<file path="src/rtl/hazard_pkg.sv">
// hazard_pkg: shared types and decode helpers for the hazard/stall scheduler.
//   - opcode constants for the decode stage
//   - state_t: scheduler FSM encoding (RUN/STALL/FLUSH)
//   - shadow_entry_t: one in-flight destination record {valid, rd}
//   - uses_rs1/uses_rs2/writes_rd: per-opcode register usage
package hazard_pkg;

  localparam logic [3:0] OP_NOP = 4'b0000;
  localparam logic [3:0] OP_ADD = 4'b0001;
  localparam logic [3:0] OP_BE  = 4'b0100;
  localparam logic [3:0] OP_LDR = 4'b1001;
  localparam logic [3:0] OP_STR = 4'b1010;

  // Shadow entries carry rd at this fixed width; narrower register
  // addresses are zero-extended so the struct stays parameter-independent.
  localparam int unsigned RD_MAX_W = 8;

  typedef enum logic [1:0] {
    RUN   = 2'd0,
    STALL = 2'd1,
    FLUSH = 2'd2
  } state_t;

  typedef struct packed {
    logic                valid;
    logic [RD_MAX_W-1:0] rd;
  } shadow_entry_t;

  function automatic logic uses_rs1(input logic [3:0] op);
    return (op == OP_ADD) || (op == OP_BE) || (op == OP_STR) || (op == OP_LDR);
  endfunction

  function automatic logic uses_rs2(input logic [3:0] op);
    return (op == OP_ADD) || (op == OP_BE) || (op == OP_STR);
  endfunction

  function automatic logic writes_rd(input logic [3:0] op);
    return (op == OP_ADD) || (op == OP_LDR);
  endfunction

endpackage

</file>
<file path="src/rtl/hazard_stall_scheduler_shadow_regs.sv">
// hazard_shadow_regs: registered shadow of in-flight destination registers
// (EX, MEM, WB) plus the RAW compare against the decode sources.
//   clk, rst      : clock, synchronous active-low reset (clears all entries)
//   new_valid/rd  : entry shifted into EX this cycle
//   rs1/rs2       : decode sources; use_rs1/use_rs2 qualify them
//   hazard        : a used source matches a valid compared entry
// With HAZARD_WB_SPLIT_EN defined the register file writes in the first
// half-cycle, so the WB entry is never compared and is not stored at all.
module hazard_shadow_regs
  import hazard_pkg::*;
#(
  parameter int unsigned REG_ADDR_W = 4
) (
  input  logic                  clk,
  input  logic                  rst,
  input  logic                  new_valid,
  input  logic [REG_ADDR_W-1:0] new_rd,
  input  logic [REG_ADDR_W-1:0] rs1,
  input  logic [REG_ADDR_W-1:0] rs2,
  input  logic                  use_rs1,
  input  logic                  use_rs2,
  output logic                  hazard
);

  shadow_entry_t ex_q, mem_q;
  shadow_entry_t new_entry;
  logic [RD_MAX_W-1:0] rs1_ext, rs2_ext;

  always_comb begin
    new_entry       = '0;
    new_entry.valid = new_valid;
    new_entry.rd    = new_valid ? RD_MAX_W'(new_rd) : '0;
    rs1_ext         = RD_MAX_W'(rs1);
    rs2_ext         = RD_MAX_W'(rs2);
  end

  function automatic logic hit(input shadow_entry_t e,
                               input logic [RD_MAX_W-1:0] s1,
                               input logic [RD_MAX_W-1:0] s2,
                               input logic u1, input logic u2);
    return e.valid && ((u1 && (e.rd == s1)) || (u2 && (e.rd == s2)));
  endfunction

`ifdef HAZARD_WB_SPLIT_EN
  always_ff @(posedge clk) begin
    if (!rst) begin
      ex_q  <= '0;
      mem_q <= '0;
    end else begin
      ex_q  <= new_entry;
      mem_q <= ex_q;
    end
  end

  always_comb begin
    hazard = hit(ex_q,  rs1_ext, rs2_ext, use_rs1, use_rs2) ||
             hit(mem_q, rs1_ext, rs2_ext, use_rs1, use_rs2);
  end
`else
  shadow_entry_t wb_q;

  always_ff @(posedge clk) begin
    if (!rst) begin
      ex_q  <= '0;
      mem_q <= '0;
      wb_q  <= '0;
    end else begin
      ex_q  <= new_entry;
      mem_q <= ex_q;
      wb_q  <= mem_q;
    end
  end

  always_comb begin
    hazard = hit(ex_q,  rs1_ext, rs2_ext, use_rs1, use_rs2) ||
             hit(mem_q, rs1_ext, rs2_ext, use_rs1, use_rs2) ||
             hit(wb_q,  rs1_ext, rs2_ext, use_rs1, use_rs2);
  end
`endif

endmodule

</file>
<file path="src/rtl/hazard_stall_scheduler.sv">
// hazard_stall_scheduler: decides each cycle whether the decoded instruction
// issues, stalls on a RAW hazard, or is squashed after a taken BE.
//   clk, rst            : clock, synchronous active-low reset
//   id_opcode/rs1/rs2/rd: decode-stage instruction fields
//   ex_branch_taken     : BE in EX resolved taken
//   stall_pc/stall_ifid : hold PC and IF/ID
//   flush_ifid          : load nop into IF/ID
//   bubble_idex         : stall-mux select, forces a zero control word
//   state               : FSM state (debug)
//   stall_count/flush_count : saturating statistics
// Optional macro HAZARD_WB_SPLIT_EN: exclude the WB entry from the compare.
module hazard_stall_scheduler
  import hazard_pkg::*;
#(
  parameter int unsigned REG_ADDR_W   = 4,
  parameter int unsigned FLUSH_CYCLES = 1,
  parameter int unsigned STALL_CNT_W  = 16
) (
  input  logic                   clk,
  input  logic                   rst,
  input  logic [3:0]             id_opcode,
  input  logic [REG_ADDR_W-1:0]  id_rs1,
  input  logic [REG_ADDR_W-1:0]  id_rs2,
  input  logic [REG_ADDR_W-1:0]  id_rd,
  input  logic                   ex_branch_taken,
  output logic                   stall_pc,
  output logic                   stall_ifid,
  output logic                   flush_ifid,
  output logic                   bubble_idex,
  output logic [1:0]             state,
  output logic [STALL_CNT_W-1:0] stall_count,
  output logic [STALL_CNT_W-1:0] flush_count
);

  state_t                 state_q, state_d;
  logic [1:0]             flush_cnt_q, flush_cnt_d;
  logic [STALL_CNT_W-1:0] stall_count_q, flush_count_q;
  logic                   hazard;
  logic                   issue;

  hazard_shadow_regs #(
    .REG_ADDR_W (REG_ADDR_W)
  ) u_shadow (
    .clk       (clk),
    .rst       (rst),
    .new_valid (issue && writes_rd(id_opcode)),
    .new_rd    (id_rd),
    .rs1       (id_rs1),
    .rs2       (id_rs2),
    .use_rs1   (uses_rs1(id_opcode)),
    .use_rs2   (uses_rs2(id_opcode)),
    .hazard    (hazard)
  );

  always_comb begin
    stall_pc    = 1'b0;
    stall_ifid  = 1'b0;
    flush_ifid  = 1'b0;
    bubble_idex = 1'b0;
    issue       = 1'b0;
    state_d     = RUN;
    flush_cnt_d = flush_cnt_q;
    if (ex_branch_taken) begin
      // A taken branch squashes decode even if it was stalled; a branch
      // arriving during FLUSH simply reloads the counter.
      flush_ifid  = 1'b1;
      bubble_idex = 1'b1;
      flush_cnt_d = 2'(FLUSH_CYCLES);
      state_d     = (FLUSH_CYCLES > 0) ? FLUSH : RUN;
    end else if (state_q == FLUSH) begin
      flush_ifid  = 1'b1;
      bubble_idex = 1'b1;
      flush_cnt_d = (flush_cnt_q == 2'd0) ? 2'd0 : flush_cnt_q - 2'd1;
      state_d     = (flush_cnt_q <= 2'd1) ? RUN : FLUSH;
    end else if (hazard) begin
      // Covers RUN, STALL and the illegal encoding, which recovers via RUN.
      stall_pc    = 1'b1;
      stall_ifid  = 1'b1;
      bubble_idex = 1'b1;
      state_d     = STALL;
    end else begin
      issue = 1'b1;
    end
  end

  always_ff @(posedge clk) begin
    if (!rst) begin
      state_q       <= RUN;
      flush_cnt_q   <= '0;
      stall_count_q <= '0;
      flush_count_q <= '0;
    end else begin
      state_q     <= state_d;
      flush_cnt_q <= flush_cnt_d;
      if (stall_pc && (stall_count_q != '1))
        stall_count_q <= stall_count_q + STALL_CNT_W'(1);
      if (flush_ifid && (flush_count_q != '1))
        flush_count_q <= flush_count_q + STALL_CNT_W'(1);
    end
  end

  assign state       = state_q;
  assign stall_count = stall_count_q;
  assign flush_count = flush_count_q;

endmodule

</file>
<file path="config.mk">
export PLATFORM = sky130hd
export DESIGN_NAME = hazard_stall_scheduler
export DESIGN_NICKNAME = d
export VERILOG_FILES = /design/src/rtl/hazard_pkg.sv /design/src/rtl/hazard_stall_scheduler_shadow_regs.sv /design/src/rtl/hazard_stall_scheduler.sv
export SDC_FILE = /design/constraint.sdc
export NUM_CORES = 1
export LEC_CHECK = 0
export ABC_AREA = 1
export CORE_UTILIZATION = 54
export CTS_BUF_LIST = sky130_fd_sc_hd__clkbuf_8
export DETAILED_ROUTE_END_ITERATION = 12
export PLACE_DENSITY = 0.9
export SLEW_MARGIN = 20
export SYNTH_ARGS = -nofsm -noshare
export SYNTH_HDL_FRONTEND = slang
export SYNTH_HIERARCHICAL = 1
export SYNTH_SLANG_ARGS = --single-unit
</file>
<file path="constraint.sdc">
create_clock -name clk -period 3.91 [get_ports clk]
set_input_delay 1.173 -clock clk [delete_from_list [all_inputs] [get_ports clk]]
set_output_delay 1.173 -clock clk [all_outputs]
set_load 0.05 [all_outputs]
</file>
### After elaboration in Yosys (flattened, before gate mapping)

Cells that the tools add are included.

* add/sub/neg operators: 3
* order comparisons: 1
* equal/unequal tests: 13
* muxes and demuxes: 17
* bitwise operators: 1
* reduce and logical (&&, ||, !) cells: 25

Operators with widths (number)
* $eq 8x4->1: 6
* $add 16x1->16 const B: 2
* $ne 16x16->1 const B: 2
* $mux 1: 13
* $logic_and 1x1->1: 12
* $logic_or 1x1->1: 9
* $eq 4x4->1 const B: 2
* $mux 2: 4
* $eq 4x1->1 const B: 1
* $eq 4x3->1 const B: 1
* $eq 2x2->1 const B: 1
* $le 2x1->1 const B: 1
* $logic_not 2->1: 1
* $reduce_and 2->1: 1
* $reduce_bool 2->1: 1
* $reduce_or 2->1: 1
* $sub 2x1->2 const B: 1
* $not 1->1: 1

* flip-flop bits (word level): 63
* output and inout bits: 38
* word-level logic and storage cells: 73

### Longest topological paths before layout

* depth after elaboration: 14
* depth in mapped cells: 18
* gate-level depth less buffers: 18

### Hierarchy

Netlist, hierarchy kept.

By module, submodules not included
* hazard_stall_scheduler: instances 1, cells an instance 323, area each 2049.5 µm²
* hazard_shadow_regs: instances 1, cells an instance 146, area each 838.3 µm²

### Worst setup path after synthesis

Ideal clock, no wire load.

* path type: input-to-output
* from: input id_opcode[0]
* to: output stall_pc
* arrival time: 2.627 ns
* data required time: 2.737 ns
* setup slack: 0.110 ns
* stages on the path: 13
* path through: inv_1 nor2_1 nand2_1 o21ai_0 o21ai_0 nor2_1 nand3_1 nand2_1 nand2_1 nand3_2 inv_1 nor2_8 buf_4

* word-level cells in the longest chain between the ends: 12
* elaborated cells between the ends (all ways): 24
* those cells by class: eq/ne: 4; mux: 3; reduce/logical: 17

Ends and longest elaborated chain
* start: declaration: line hazard_stall_scheduler.sv:21 `input logic [3:0] id_opcode,`
* $eq 4x1->1 or $eq 4x3->1 (tied branches): line hazard_pkg.sv:30, hazard_pkg.sv:34
* $logic_or 1x1->1 (2 in a row): line hazard_pkg.sv:30, hazard_pkg.sv:34
* $logic_or 1x1->1: line hazard_pkg.sv:30 `return (op == OP_ADD) || (op == OP_BE) || (op == OP_STR) || (op == OP_LDR);`
* $logic_and 1x1->1: line hazard_stall_scheduler_shadow_regs.sv:41 `return e.valid && ((u1 && (e.rd == s1)) || (u2 && (e.rd == s2)));`
* $logic_or 1x1->1: line hazard_stall_scheduler_shadow_regs.sv:41
* $logic_and 1x1->1: line hazard_stall_scheduler_shadow_regs.sv:41
* $logic_or 1x1->1: line hazard_stall_scheduler_shadow_regs.sv:75 `hazard = hit(ex_q, rs1_ext, rs2_ext, use_rs1, use_rs2) ||`
* $logic_or 1x1->1 (*): line hazard_stall_scheduler_shadow_regs.sv:76 `hit(mem_q, rs1_ext, rs2_ext, use_rs1, use_rs2) ||`
* named net hazard: line hazard_stall_scheduler.sv:38 `logic hazard;`
* $mux 1 (*) (3 in a row)
* end: declaration: line hazard_stall_scheduler.sv:26 `output logic stall_pc,`

Mark *: on every way through the listed nets, which the timed path passes. The rest lies on a longest branch.

### Final worst setup path

* from: input id_rs1[2]
* to: output stall_ifid

* word-level cells in the longest chain between the ends: 9
* elaborated cells between the ends (all ways): 17
* those cells by class: eq/ne: 3; mux: 3; reduce/logical: 11

Ends and longest elaborated chain
* start: declaration: line hazard_stall_scheduler.sv:22 `input logic [REG_ADDR_W-1:0] id_rs1,`
* $eq 8x4->1: line hazard_stall_scheduler_shadow_regs.sv:41
* $logic_and 1x1->1: line hazard_stall_scheduler_shadow_regs.sv:41
* $logic_or 1x1->1: line hazard_stall_scheduler_shadow_regs.sv:41
* $logic_and 1x1->1: line hazard_stall_scheduler_shadow_regs.sv:41
* $logic_or 1x1->1: line hazard_stall_scheduler_shadow_regs.sv:75
* $logic_or 1x1->1 (*): line hazard_stall_scheduler_shadow_regs.sv:76
* named net hazard: line hazard_stall_scheduler.sv:38
* $mux 1 (*): line hazard_stall_scheduler.sv:75 `end else if (hazard) begin`
* $mux 1 (*): line hazard_stall_scheduler.sv:70 `end else if (state_q == FLUSH) begin`
* $mux 1 (*): line hazard_stall_scheduler.sv:63 `if (ex_branch_taken) begin`
* end: declaration: line hazard_stall_scheduler.sv:27 `output logic stall_ifid,`

Marked as above.

==> flow_metrics.tcl <==
set metrics [dict create \
    postSynthAreaPerCell_um2 6.157 \
    numPortBuffers 56 \
    numCtsBuffers 5 \
    grt.overflow.total 0 \
    ant_nets 0 \
    crit_arrival_ps 2630 \
    rsz0062_at_grt "false" \
    worst-setup-path-type "in2out" \
    start_util_pct 56.18 \
    fmax_ghz 0.2631 \
    cts_sinks 51 \
    ir_drop_mv 0.2164 \
    ys_seq_elements 51 \
    cp-end-kind "output port" \
    setup_viol 0 \
    final-seq-area_mm2 0.001021 \
    slew_headroom_pct 64.85 \
    num-fill-cells 452 \
    antenna_found_initial 0 \
    reg2reg_to "stall_count[15]$_SDFFE_PN0P_" \
    synth_top_area_share_pct 35.36 \
    drive_gt1_share_pct 11.78 \
    die_area_mm2 0.005645 \
    worstSkewPairLatency_ps 310 \
    synth_edf_count 0 \
    r2r_start "u_shadow/ex_q[1]$_SDFF_PN0_" \
    rows 26 \
    finalNetCount 555 \
    routed_via_density 5.169 \
    skew_ps 11.02 \
    synth.largest_area_cell "dfxtp_1" \
    yosysSeqAreaShare_pct 35.36 \
    grt.total_usage_pct 25.15 \
    avgRoutedWirePerCell_um 11.76 \
    worstSetupStartpointType "primary input" \
    grt_pass1_wl_mm 10.90 \
    ys_top_cells_by_area "dfxtp_1 (35%), nand2_1 (19%), nor2_1 (11%), inv_1 (7.3%), nand3_1 (6.1%)" \
    root_buffer "clkbuf_8" \
    dp_hpwl_mm 5.293 \
    diodes 0 \
    fin_crit_sh_pct 97.21 \
    crit_start "id_rs1[2]" \
    syn_inst 469 \
    cts_tree "built" \
    cp.buffers_inverters 3 \
    synth.distinct_cells 28 \
    firstDrtPassIters 5 \
    area_growth_pct 28.68 \
    synth-async-reset-ratio_pct 0 \
    grt_pass1_vias 2593 \
    cp_slowest_cell "clkdlybuf4s50_1" \
    gp_congestion 0.9435 \
    max-cap-violations 0 \
    ys_warn_count 6 \
    most-common-layout-cells "nand2_1 (145), nor2_1 (83), inv_1 (53), dfxtp_1 (51), clkdlybuf4s50_1 (42)" \
    slew_viol_final 0 \
    regToRegSetupSlack_ps 1780 \
    die_h_um 75.13 \
    cp_max_fo 3 \
    powerDensity_mw_per_mm2 252.3 \
    fin_crit_ps 3801 \
    hold_violations 0 \
    post-route-util_pct 72.30 \
    grt_max_degree 23 \
    tns_ps 0 \
    hp-class "reg2reg" \
    crit_required_ps 2740 \
    endpoint "stall_ifid" \
    die_x_um 75.13 \
    clockBufferDepth 2 \
    slowest_delay_ps 510 \
    htree_num_levels 2 \
    fp.coreArea_mm2 0.005140 \
    drc 0 \
    path_delay_family "buffers and inverters" \
    crit_top_cell "nand2_1" \
    worst_pin_slew_ps 525.7 \
    r2r_cells 18 \
    syn-cell-area_mm2 0.002888 \
    drt_iter0_drc 273 \
    clkTransAtPathRegs_ps 90 \
    fin_area_mm2 0.003716 \
    placed_cell_area_mm2 0.003582 \
    final_common_cell "nand2_1" \
    io_pins 57 \
    multiInputGateArea_mm2 0.001613 \
    leakage_uw 0.001626 \
    synth-main-ff-cell "dfxtp_1" \
    cp_num_cells 9 \
    syn_nets 490 \
    outcome "complete, no violations" \
    wirelength_mm 7.113 \
    holdBufCountCts 0 \
    vias 3127 \
    crit_path_cell_trace "clkdlybuf4s50_1 > xnor2_1 > nand3_1 > nand2_1 > nand2_1 > nand3_2 > inv_4 > nor2_8 > buf_12" \
]
## cell type report
type,count,area share (%)
Multi-Input combinational cell,350,43.40
Sequential cell,51,27.47
Timing Repair Buffer,65,18.11
Inverter,61,6.364
Tap cell,70,2.357
Clock buffer,5,1.852
Clock inverter,3,0.4377
## registers in the layout (all words and copies together), names as in the netlist
register and cells:
flush_count 16, stall_count 16, u_shadow/ex_q 5, u_shadow/mem_q 5, u_shadow/wb_q 5, flush_cnt_q 2, state 2
## worst min-delay path, stage by stage, from the launching register on
cell and delay (ps):
dfxtp_1 330, nand2_1 60, inv_1 30
## layer usage
metal  GRT usage [%]  wire [µm]  part of all wire (%)  up-vias
li1                -          -                     -     1581
met1           30.48       3048                    43     1411
met2           44.24       3450                    49      121
met3           4.685        463                   6.5       14
met4           9.671        150                   2.1        0
met5               0          0                     0        -
## metrics by stage
step / std cells / hold slack, ps / setup WS [ps] / power (µW)
6_report: 605 / 447.5 / 109.1 / 937.6
5_1_grt: 605 / 456.9 / 4.530 / 976.2
4_1_cts: 604 / 445.2 / 12.11 / 944.0
3_5_place_dp: 595 / 431.0 / -367.5 / 652.1
3_3_place_gp: 595 / 424.5 / -241.5 / 648.4
2_1_floorplan: 469 / 407.1 / 110.4 / 602.2
## synth_stat cells (2+ instances only)
master	number
nand2_1	149
nor2_1	85
inv_1	56
dfxtp_1	51
nand3_1	35
a21oi_1	26
nor2_2	12
o21ai_0	10
xnor2_1	6
nand2_2	5
nand4_1	5
nor3_1	4
buf_4	3
inv_2	3
xor2_1	3
a21oi_2	2
clkbuf_1	2
ha_1	2
## cell families (layout without fill, tap and decap cells)
kind of cell | after synthesis | count (layout) | share of synthesized area [%]
AOI/OAI and AO/OA | 40 | 40 | 7.669
xor gates and xnor gates | 9 | 9 | 2.730
adders and majority gates | 2 | 2 | 0.8664
buffers and inverters | 68 | 134 | 9.618
DFF | 51 | 51 | 35.36
and+or+nand+nor | 299 | 299 | 43.76
## worst min path at each step
stage,startpoint,cells after the start,end
floorplan,u_shadow/ex_q[8]$_SDFF_PN0_,2,u_shadow/mem_q[8]$_SDFF_PN0_
global placement,u_shadow/mem_q[8]$_SDFF_PN0_,2,u_shadow/wb_q[8]$_SDFF_PN0_
CTS,u_shadow/mem_q[8]$_SDFF_PN0_,2,u_shadow/wb_q[8]$_SDFF_PN0_
global route,u_shadow/mem_q[8]$_SDFF_PN0_,2,u_shadow/wb_q[8]$_SDFF_PN0_
finish,u_shadow/mem_q[8]$_SDFF_PN0_,2,u_shadow/wb_q[8]$_SDFF_PN0_
detailed placement,u_shadow/mem_q[8]$_SDFF_PN0_,2,u_shadow/wb_q[8]$_SDFF_PN0_
## what timing repair did
| item | in CTS | in global routing |
|---|---|---|
| resized for setup | 14 | 23 |
| buffers inserted | 1 | 1 |
| endpoints found under the setup margin | 3 | 3 |
| pin swaps | 9 | 10 |
## power breakdown
group,switching (µW),internal (µW)
sequential,4.56,524
combinational,67.1,48.3
clock,171,123
Note: power is estimated with default switching activity, not from simulation.
